## src/rtl/motor_status_logger.sv

```systemverilog
// Purpose: logs timestamped snapshots of 48 motor status lines into a BRAM ring, one 4-word entry per change.
// Latency: an input edge reaches the first write word G_SYNC_STAGES+1 cycles later; each entry takes 4 write cycles.
// Backpressure: none; changes that arrive while an entry is being written are coalesced into one follow-up entry.
module motor_status_logger #(
    parameter int          G_ENTRIES     = 256,
    parameter logic [31:0] G_BASE_ADDR   = 32'h0,
    parameter int          G_SYNC_STAGES = 2
) (
    input  logic        clk,
    input  logic        rst,
    input  logic [15:0] pl_pfail_ib,
    input  logic [15:0] pl_sw_outa_ib,
    input  logic [15:0] pl_sw_outb_ib,
    output logic        buf_en_o,
    output logic [3:0]  buf_we_ob,
    output logic [31:0] buf_addr_ob,
    output logic [31:0] buf_din_ob,
    input  logic [31:0] control_ib,
    output logic [31:0] status_ob
);
    localparam int IW = (G_ENTRIES > 1) ? $clog2(G_ENTRIES) : 1;

    typedef enum logic [2:0] {IDLE, W0, W1, W2, W3} state_t;

    typedef struct packed {
        logic        busy;
        logic        wrapped;
        logic        full;
        logic [12:0] rsvd;
        logic [15:0] wr_index;
    } status_t;

    state_t                           state;
    logic [G_SYNC_STAGES-1:0][47:0]   sync_q;
    logic [47:0]                      cur;
    logic [47:0]                      snapshot;
    logic [31:0]                      ts;
    logic [31:0]                      seq;
    logic [IW-1:0]                    wr_index;
    logic                             full;
    logic                             wrapped;
    logic                             en_q;
    logic                             enable;
    logic                             clear;
    logic                             freeze;
    logic                             trigger;
    logic [31:0]                      entry_base;
    status_t                          status_nxt;
    logic                             ctrl_unused;

    assign enable      = control_ib[0];
    assign clear       = control_ib[1];
    assign freeze      = control_ib[2];
    assign ctrl_unused = ^control_ib[31:3];

    // cur is {pfail, sw_outa, sw_outb} after the synchroniser chain
    assign cur = sync_q[G_SYNC_STAGES-1];

    assign trigger = (state == IDLE) && enable && !clear && !(full && freeze) &&
                     ((cur != snapshot) || (enable && !en_q));

    assign entry_base = G_BASE_ADDR + {{(28-IW){1'b0}}, wr_index, 4'b0000};

    assign status_nxt = '{busy: (state != IDLE), wrapped: wrapped, full: full,
                          rsvd: '0, wr_index: 16'(wr_index)};

    always_ff @(posedge clk or posedge rst) begin
        if (rst) begin
            state       <= IDLE;
            sync_q      <= '0;
            snapshot    <= '0;
            ts          <= '0;
            seq         <= '0;
            wr_index    <= '0;
            full        <= 1'b0;
            wrapped     <= 1'b0;
            en_q        <= 1'b0;
            buf_en_o    <= 1'b0;
            buf_we_ob   <= '0;
            buf_addr_ob <= '0;
            buf_din_ob  <= '0;
            status_ob   <= '0;
        end else begin
            sync_q    <= {sync_q[G_SYNC_STAGES-2:0], pl_pfail_ib, pl_sw_outa_ib, pl_sw_outb_ib};
            ts        <= ts + 32'd1;
            en_q      <= enable;
            status_ob <= status_nxt;
            if (clear) begin
                // abort any write in progress; re-baseline so only later changes log
                state       <= IDLE;
                buf_en_o    <= 1'b0;
                buf_we_ob   <= '0;
                buf_addr_ob <= '0;
                buf_din_ob  <= '0;
                wr_index    <= '0;
                seq         <= '0;
                full        <= 1'b0;
                wrapped     <= 1'b0;
                snapshot    <= cur;
            end else begin
                case (state)
                    IDLE: begin
                        if (trigger) begin
                            snapshot    <= cur;
                            state       <= W0;
                            buf_en_o    <= 1'b1;
                            buf_we_ob   <= 4'hF;
                            buf_addr_ob <= entry_base;
                            buf_din_ob  <= ts;
                        end
                    end
                    W0: begin
                        state       <= W1;
                        buf_addr_ob <= entry_base + 32'd4;
                        buf_din_ob  <= {16'h0, snapshot[47:32]};
                    end
                    W1: begin
                        state       <= W2;
                        buf_addr_ob <= entry_base + 32'd8;
                        buf_din_ob  <= {snapshot[15:0], snapshot[31:16]};
                    end
                    W2: begin
                        state       <= W3;
                        buf_addr_ob <= entry_base + 32'd12;
                        buf_din_ob  <= seq;
                    end
                    W3: begin
                        state       <= IDLE;
                        buf_en_o    <= 1'b0;
                        buf_we_ob   <= '0;
                        buf_addr_ob <= '0;
                        buf_din_ob  <= '0;
                        seq         <= seq + 32'd1;
                        if (wr_index == IW'(G_ENTRIES - 1)) begin
                            wr_index <= '0;
                            full     <= 1'b1;
                            wrapped  <= 1'b1;
                        end else begin
                            wr_index <= wr_index + IW'(1);
                        end
                    end
                    default: state <= IDLE;
                endcase
            end
        end
    end
endmodule
```

## config.mk

```make
export PLATFORM = sky130hd
export DESIGN_NAME = motor_status_logger
export DESIGN_NICKNAME = d
export VERILOG_FILES = /design/src/rtl/motor_status_logger.sv
export SDC_FILE = /design/constraint.sdc
export NUM_CORES = 1
export LEC_CHECK = 0
export ABC_AREA = 1
export ABC_CLOCK_PERIOD_IN_PS = 13400
export CORE_MARGIN = 4
export CORE_UTILIZATION = 50
export CTS_CLUSTER_DIAMETER = 40
export CTS_CLUSTER_SIZE = 28
export DETAILED_ROUTE_END_ITERATION = 12
export PLACE_DENSITY = 0.75
export SYNTH_ARGS = -nofsm -noshare
export SYNTH_HDL_FRONTEND = slang
export SYNTH_SLANG_ARGS = --single-unit
```

## constraint.sdc

```tcl
create_clock -name clk -period 13.4 [get_ports clk]
set_input_delay 3.35 -clock clk [delete_from_list [all_inputs] [get_ports clk]]
set_output_delay 3.35 -clock clk [all_outputs]
set_load 0.005 [all_outputs]
```

---- After elaboration in Yosys (flattened, before gate mapping) ----
Cells that the tools add are included.
W data, S select, Z words.
storage, ports and cells
  input port bits ......................... 82
  register bits ........................... 301
cells by class
  reductions and logical operators ........ 22
  eq/ne operators ......................... 7
  add/subtract/negate cells ............... 6
  multiplexer cells ....................... 26
operators by type and width
  operator                 number
  $pmux W32 S5             2
  $mux W32                 6
  $mux W48                 3
  $add A32 B1 Y32 const B  2
  $ne A48 B48 Y1           1
  $add A12 B4 Y13 const B  2
  $mux W8                  3
  $add A12 B3 Y13 const B  1
  $pmux W3 S4              1
  $add A8 B1 Y8 const B    1
  $eq A8 B8 Y1 const B     1
  $mux W4                  2
  $pmux W4 S2              1
  $reduce_and A2 Y1        4
  $reduce_bool A2 Y1       4
  $eq A3 B2 Y1 const B     2
  $logic_and A1 B1 Y1      6
  $mux W3                  2
  $reduce_bool A3 Y1       2
  $reduce_bool A6 Y1       1
  $mux W1                  5
  $eq A3 B1 Y1 const B     1
  $eq A3 B3 Y1 const B     1
  $logic_not A1 Y1         3
  4 further kinds          4

---- Logic depth before layout (Yosys ltp) ----
  depth after elaboration ................. 8
  depth in mapped cells ................... 15

---- Least setup slack after synthesis ----
OpenSTA, ideal clock, no wires.
  path type ............................... input port to flip-flop
  start ................................... in control_ib[1]
  end ..................................... reg buf_addr_ob[11]
  path buffers ............................ 2
  data arrival time ....................... 4416 ps
  cell stages on the path ................. 10
  data required time ...................... 13283 ps
  path slack .............................. 8867 ps
  cell sequence ........................... clkbuf_1 -> inv_2 -> nand3_1 -> a21oi_2 -> nand2_4 -> nand3_2 -> nand2_2 -> buf_4 -> nand2_1 -> nand2_1
between the ends
  word-level cells in the longest chain between the ends .. 6
RTL lines
  item                                RTL line  RTL
  start: declaration                  18        input logic [31:0] control_ib,
  $logic_not A1 Y1                    59        assign trigger = (state == IDLE) && enable && !clear && !(full && freeze) &&
  $logic_and A1 B1 Y1 (3 in series)   59
  $ne A3 B3 Y1 (no source line)       -
  $reduce_and A2 Y1 (no source line)  -
  end signal: assignment              108       buf_addr_ob <= entry_base;
  end signal: assignment              114       buf_addr_ob <= entry_base + 32'd4;
  end signal: assignment              119       buf_addr_ob <= entry_base + 32'd8;
  end: declaration                    16        output logic [31:0] buf_addr_ob,
Parallel ways exist; a longest one is shown, timed or not.
A chain may end at the register's enable or synchronous reset.

---- Worst setup path after layout ----
  start ................................... in control_ib[1]
  end ..................................... reg buf_din_ob[6]
between the ends
  word-level cells in the longest chain between the ends .. 6
RTL lines
  item                                RTL line  RTL
  $logic_not A1 Y1                    59
  $logic_and A1 B1 Y1 (3 in series)   59
  $ne A3 B3 Y1 (no source line)       -
  $reduce_and A2 Y1 (no source line)  -
  end signal: assignment              109       buf_din_ob <= ts;
  end signal: assignment              115       buf_din_ob <= {16'h0, snapshot[47:32]};
  end signal: assignment              120       buf_din_ob <= {snapshot[15:0], snapshot[31:16]};
  end: declaration                    17        output logic [31:0] buf_din_ob,
Parallel ways exist; a longest one is shown, timed or not.

==> reports/summary.log <==
[detailed_routing] per-cell via count in the routed design 5.09
[sta] RSZ-0062 raised after global routing no
[critical_path] CP Cell Sequence clkdlybuf4s50_1 > buf_4 > inv_2 > buf_4 > nand3_1 > a21oi_2 > nand2_4 > nand3_2 > nand2_2 > nand2_1 > nand2_1
[critical_path] data arrival at the endpoint of the critical path 7530 ps
[detailed_routing] detailed-route wire length 26300 um
[synthesis] Async SR Flop Fraction 100%
[placement] Port Buffer Count 110
[clock_network] cts-stage hold buffer count 0
[global_route] remaining global-route overflow 0
[min_path] worst hold start sync_q[41]$_DFF_PP0_
[finish] post-route core utilization 60.8%
[critical_path] WP data required 13840 ps
[synthesis] leading register cell type out of synthesis sky130_fd_sc_hd__dfrtp_1
[pwr] overall power 0.00204 W
[floorplan] Die Footprint 26400 sq um
[synthesis] Synth Register Bits 274
[critical_path] Worst setup SP type primary input
[detailed_routing] number of antenna-violating nets in the routed design 0
[synthesis] warning count from the yosys run 0
[outcome] outcome complete, no violations
[floorplan] core area 23500 sq um
[global_route] vias in the first global route 8731
[detailed_routing] DRC violation total after the first TritonRoute iteration 763
[job] number of max-cap violations 0
[synthesis] top cell type by total area after synthesis sky130_fd_sc_hd__dfrtp_1
[synthesis] Synth cell types 43
[sta] Min Clock Period, post-route 7090 ps
[global_route] wire length of the first global-routing pass 43100 um
[clock_network] number of sinks on the clock net 274
[sta] actual transition at the worst max-transition pin 1190 ps
[sta] part of the cycle the worst path needs 52.9%
[clock_network] H-tree depth reported by CTS 2
[detailed_routing] overall via count from detail_route 9002
[placement] GP Congestion 0.892
[global_route] initial antenna violation count 0
[min_path] endpoint with the worst hold slack cur[41]$_DFF_PP0_
[floorplan] number of top-level design ports 183
[critical_path] setup slack of the most critical reg-to-reg path 9750 ps
[clock_network] clock insertion delay at the later pin of the skew report 510 ps
[min_path] kind of path behind the tightest hold check reg -> reg
[clock_network] clock slew at reported path FFs 70 ps
[sta] final worst-path setup slack 6310 ps
[sta] sum of negative setup slack 0 ps
[sta] max-slew headroom at the worst pin 20.4%
[clock_network] number of setup buffers added after CTS 0
[clock_network] root buf cell sky130_fd_sc_hd__clkbuf_16
[finish] Antenna Diode Count 0
[finish] final layout net count 1508
[synthesis] number of enable flip-flop cells after synthesis 0
[critical_path] destination of the worst register-to-register timing path buf_din_ob[6]$_DFFE_PP0P_
[detailed_routing] per-cell routed wire length 14.9 um
[finish] Layout Area Growth over Synthesis 19.6%
[critical_path] Setup Crit Path Kind in -> reg
[detailed_routing] DRC violation count after routing 0
[synthesis] post-synthesis cell area 11900 sq um
[synthesis] largest cells by area after synthesis sky130_fd_sc_hd__dfrtp_1 57%, sky130_fd_sc_hd__nand2_1 12%, sky130_fd_sc_hd__nand3_1 4.2%
[floorplan] die outline width 163 um
[synthesis] Syn Area/Cell 9.04 sq um
[synthesis] most common library cells after synthesis 391 x sky130_fd_sc_hd__nand2_1, 274 x sky130_fd_sc_hd__dfrtp_1, 117 x sky130_fd_sc_hd__inv_1
[critical_path] Worst Reg2Reg Path Length in Cells 14
[synthesis] Post-Synthesis Cells 1320
[critical_path] Critical Path Slowest Stage Cell sky130_fd_sc_hd__nand2_2
[critical_path] kind of cell adding the most delay to the critical path simple AND/OR/NAND/NOR gates
[synthesis] most repeated cell in the gate-level netlist after synthesis sky130_fd_sc_hd__nand2_1
[synthesis] share of the yosys chip area belonging to registers 57.4%
[clock_network] worst-case clock buffer depth 3
[floorplan] number of rows created at floorplan 56
[clock_network] clock buffers created by TritonCTS 36
[detailed_routing] Detailed Routing Iterations Pass 1 5
[critical_path] worst stage delay on the critical path 990 ps
[sta] endpoints failing hold 0
[critical_path] endpoint type of the worst setup path flop
[finish] share of layout cells above drive strength 1 6.77%
[synthesis] area fraction of the dominant cell type after synthesis 57.4%
[floorplan] floorplan die height 163 um
[critical_path] number of logic stages on the critical path including buffering 11
[critical_path] worst-path maximum fanout 44
[clock_network] Gates resized, CTS repair 0
[global_route] largest net degree at the start of global routing 123
[sta] f_max 0.141 GHz
[sta] Setup Skew 19.3 ps
[floorplan] Initial Util 50.8%
[sta] endpoints failing setup 0
[sta] Slew Limit Fails 0
[placement] worst setup timing slack at the placement stage 5820 ps
[min_path] number of cells traversed by the worst hold path 0
[critical_path] Buffers & Inverters on Critical Path 4
[pwr] Pwr Density 143 nW/um^2
[pwr] P_leak 6.65 nW
[clock_network] clock tree from TritonCTS built
[global_route] Global Route Usage Sum 20.1%
[critical_path] Worst R2R Start snapshot[43]$_DFFE_PP0P_
[pwr] worst vdd ir 0.101 mV
[placement] estimated wirelength of the detail-placed design 18100 um
[per-layer routing]
| metal | share of wire (%) | routed length [um] | track usage, % |
|---|---|---|---|
| met5 | 0 | 0 | 0 |
| met4 | 2.6 | 679 | 5.92 |
| met3 | 6.7 | 1760 | 4.40 |
| met2 | 47 | 12300 | 32.0 |
| met1 | 44 | 11600 | 28.1 |
[area by class of cell]
class,instances,area (sq um)
sequential,274,6860
fill,1943,9190
multi-input combinational,874,4220
clock buffer,41,941
clock inverter,22,259
inverter,122,465
tap,319,399
timing repair buffer,115,1140
[worst max path at each step]
stage	start	to	slack, ps
2_1_floorplan	rst	buf_addr_ob[10]$_DFFE_PP0P_	2500
3_3_place_gp	control_ib[1]	buf_din_ob[13]$_DFFE_PP0P_	5920
3_5_place_dp	control_ib[1]	buf_din_ob[29]$_DFFE_PP0P_	5820
4_1_cts	control_ib[1]	buf_din_ob[6]$_DFFE_PP0P_	6300
5_1_grt	control_ib[1]	buf_din_ob[6]$_DFFE_PP0P_	5940
6_report	control_ib[1]	buf_din_ob[6]$_DFFE_PP0P_	6310
[report_power, final]
part / switching [W] / total (W) / internal [W] / leakage, nW
Combinational: 0.000114 / 0.000192 / 0.0000779 / 2.58
Sequential: 0.0000370 / 0.000909 / 0.000872 / 3.48
Clock: 0.000390 / 0.000940 / 0.000550 / 0.583
Total: 0.000541 / 0.00204 / 0.00150 / 6.65
[cell usage in the layout (no fill, tap or decap), types with 5 or more instances in the layout]
cell type and n:
sky130_fd_sc_hd__nor2_2 6, sky130_fd_sc_hd__xnor2_1 36, sky130_fd_sc_hd__clkbuf_16 37, sky130_fd_sc_hd__nand2_1 390
sky130_fd_sc_hd__a31oi_1 20, sky130_fd_sc_hd__o21ai_0 46, sky130_fd_sc_hd__nand4_1 13, sky130_fd_sc_hd__nor4_1 6
sky130_fd_sc_hd__xor2_1 21, sky130_fd_sc_hd__nor2_1 77, sky130_fd_sc_hd__nor3_1 21, sky130_fd_sc_hd__clkdlybuf4s50_1 110
sky130_fd_sc_hd__inv_6 5, sky130_fd_sc_hd__a221oi_1 10, sky130_fd_sc_hd__nand3_1 100, sky130_fd_sc_hd__a21oi_1 41
sky130_fd_sc_hd__inv_8 8, sky130_fd_sc_hd__conb_1 43, sky130_fd_sc_hd__dfrtp_1 274, sky130_fd_sc_hd__buf_4 5
sky130_fd_sc_hd__inv_1 116
[stage by stage]
step                area [sq um]  hold slack, ps  instances
finish                     14300             336       1767
global route               14300             340       1767
CTS                        14300             341       1767
detailed placement         13100             335       1704
global placement           13100             334       1704
floorplan                  12100             331       1362
[registers in the layout (all words and copies together) (netlist names)]
name,count
wrapped,1
buf_addr_ob,10
seq,32
sync_q,48
buf_din_ob,32
wr_index,8
buf_we_ob,1
status_ob,10
cur,48
ts,32
en_q,1
snapshot,48
state,3
[cells by family (layout without fill, tap and decap cells)]
kind of cell	after synthesis	after routing	synth area share (%)
buffers and inverters	214	300	8.53
adder cells (fa/ha/maj)	3	3	0.315
other	1	43	0.0314
AO/OA/AOI/OAI	136	136	6.67
flip-flops	274	274	57.4
AND/OR/NAND/NOR	635	635	22.8
XOR/XNOR	57	57	4.18
Power figures use the tool's default switching activity.
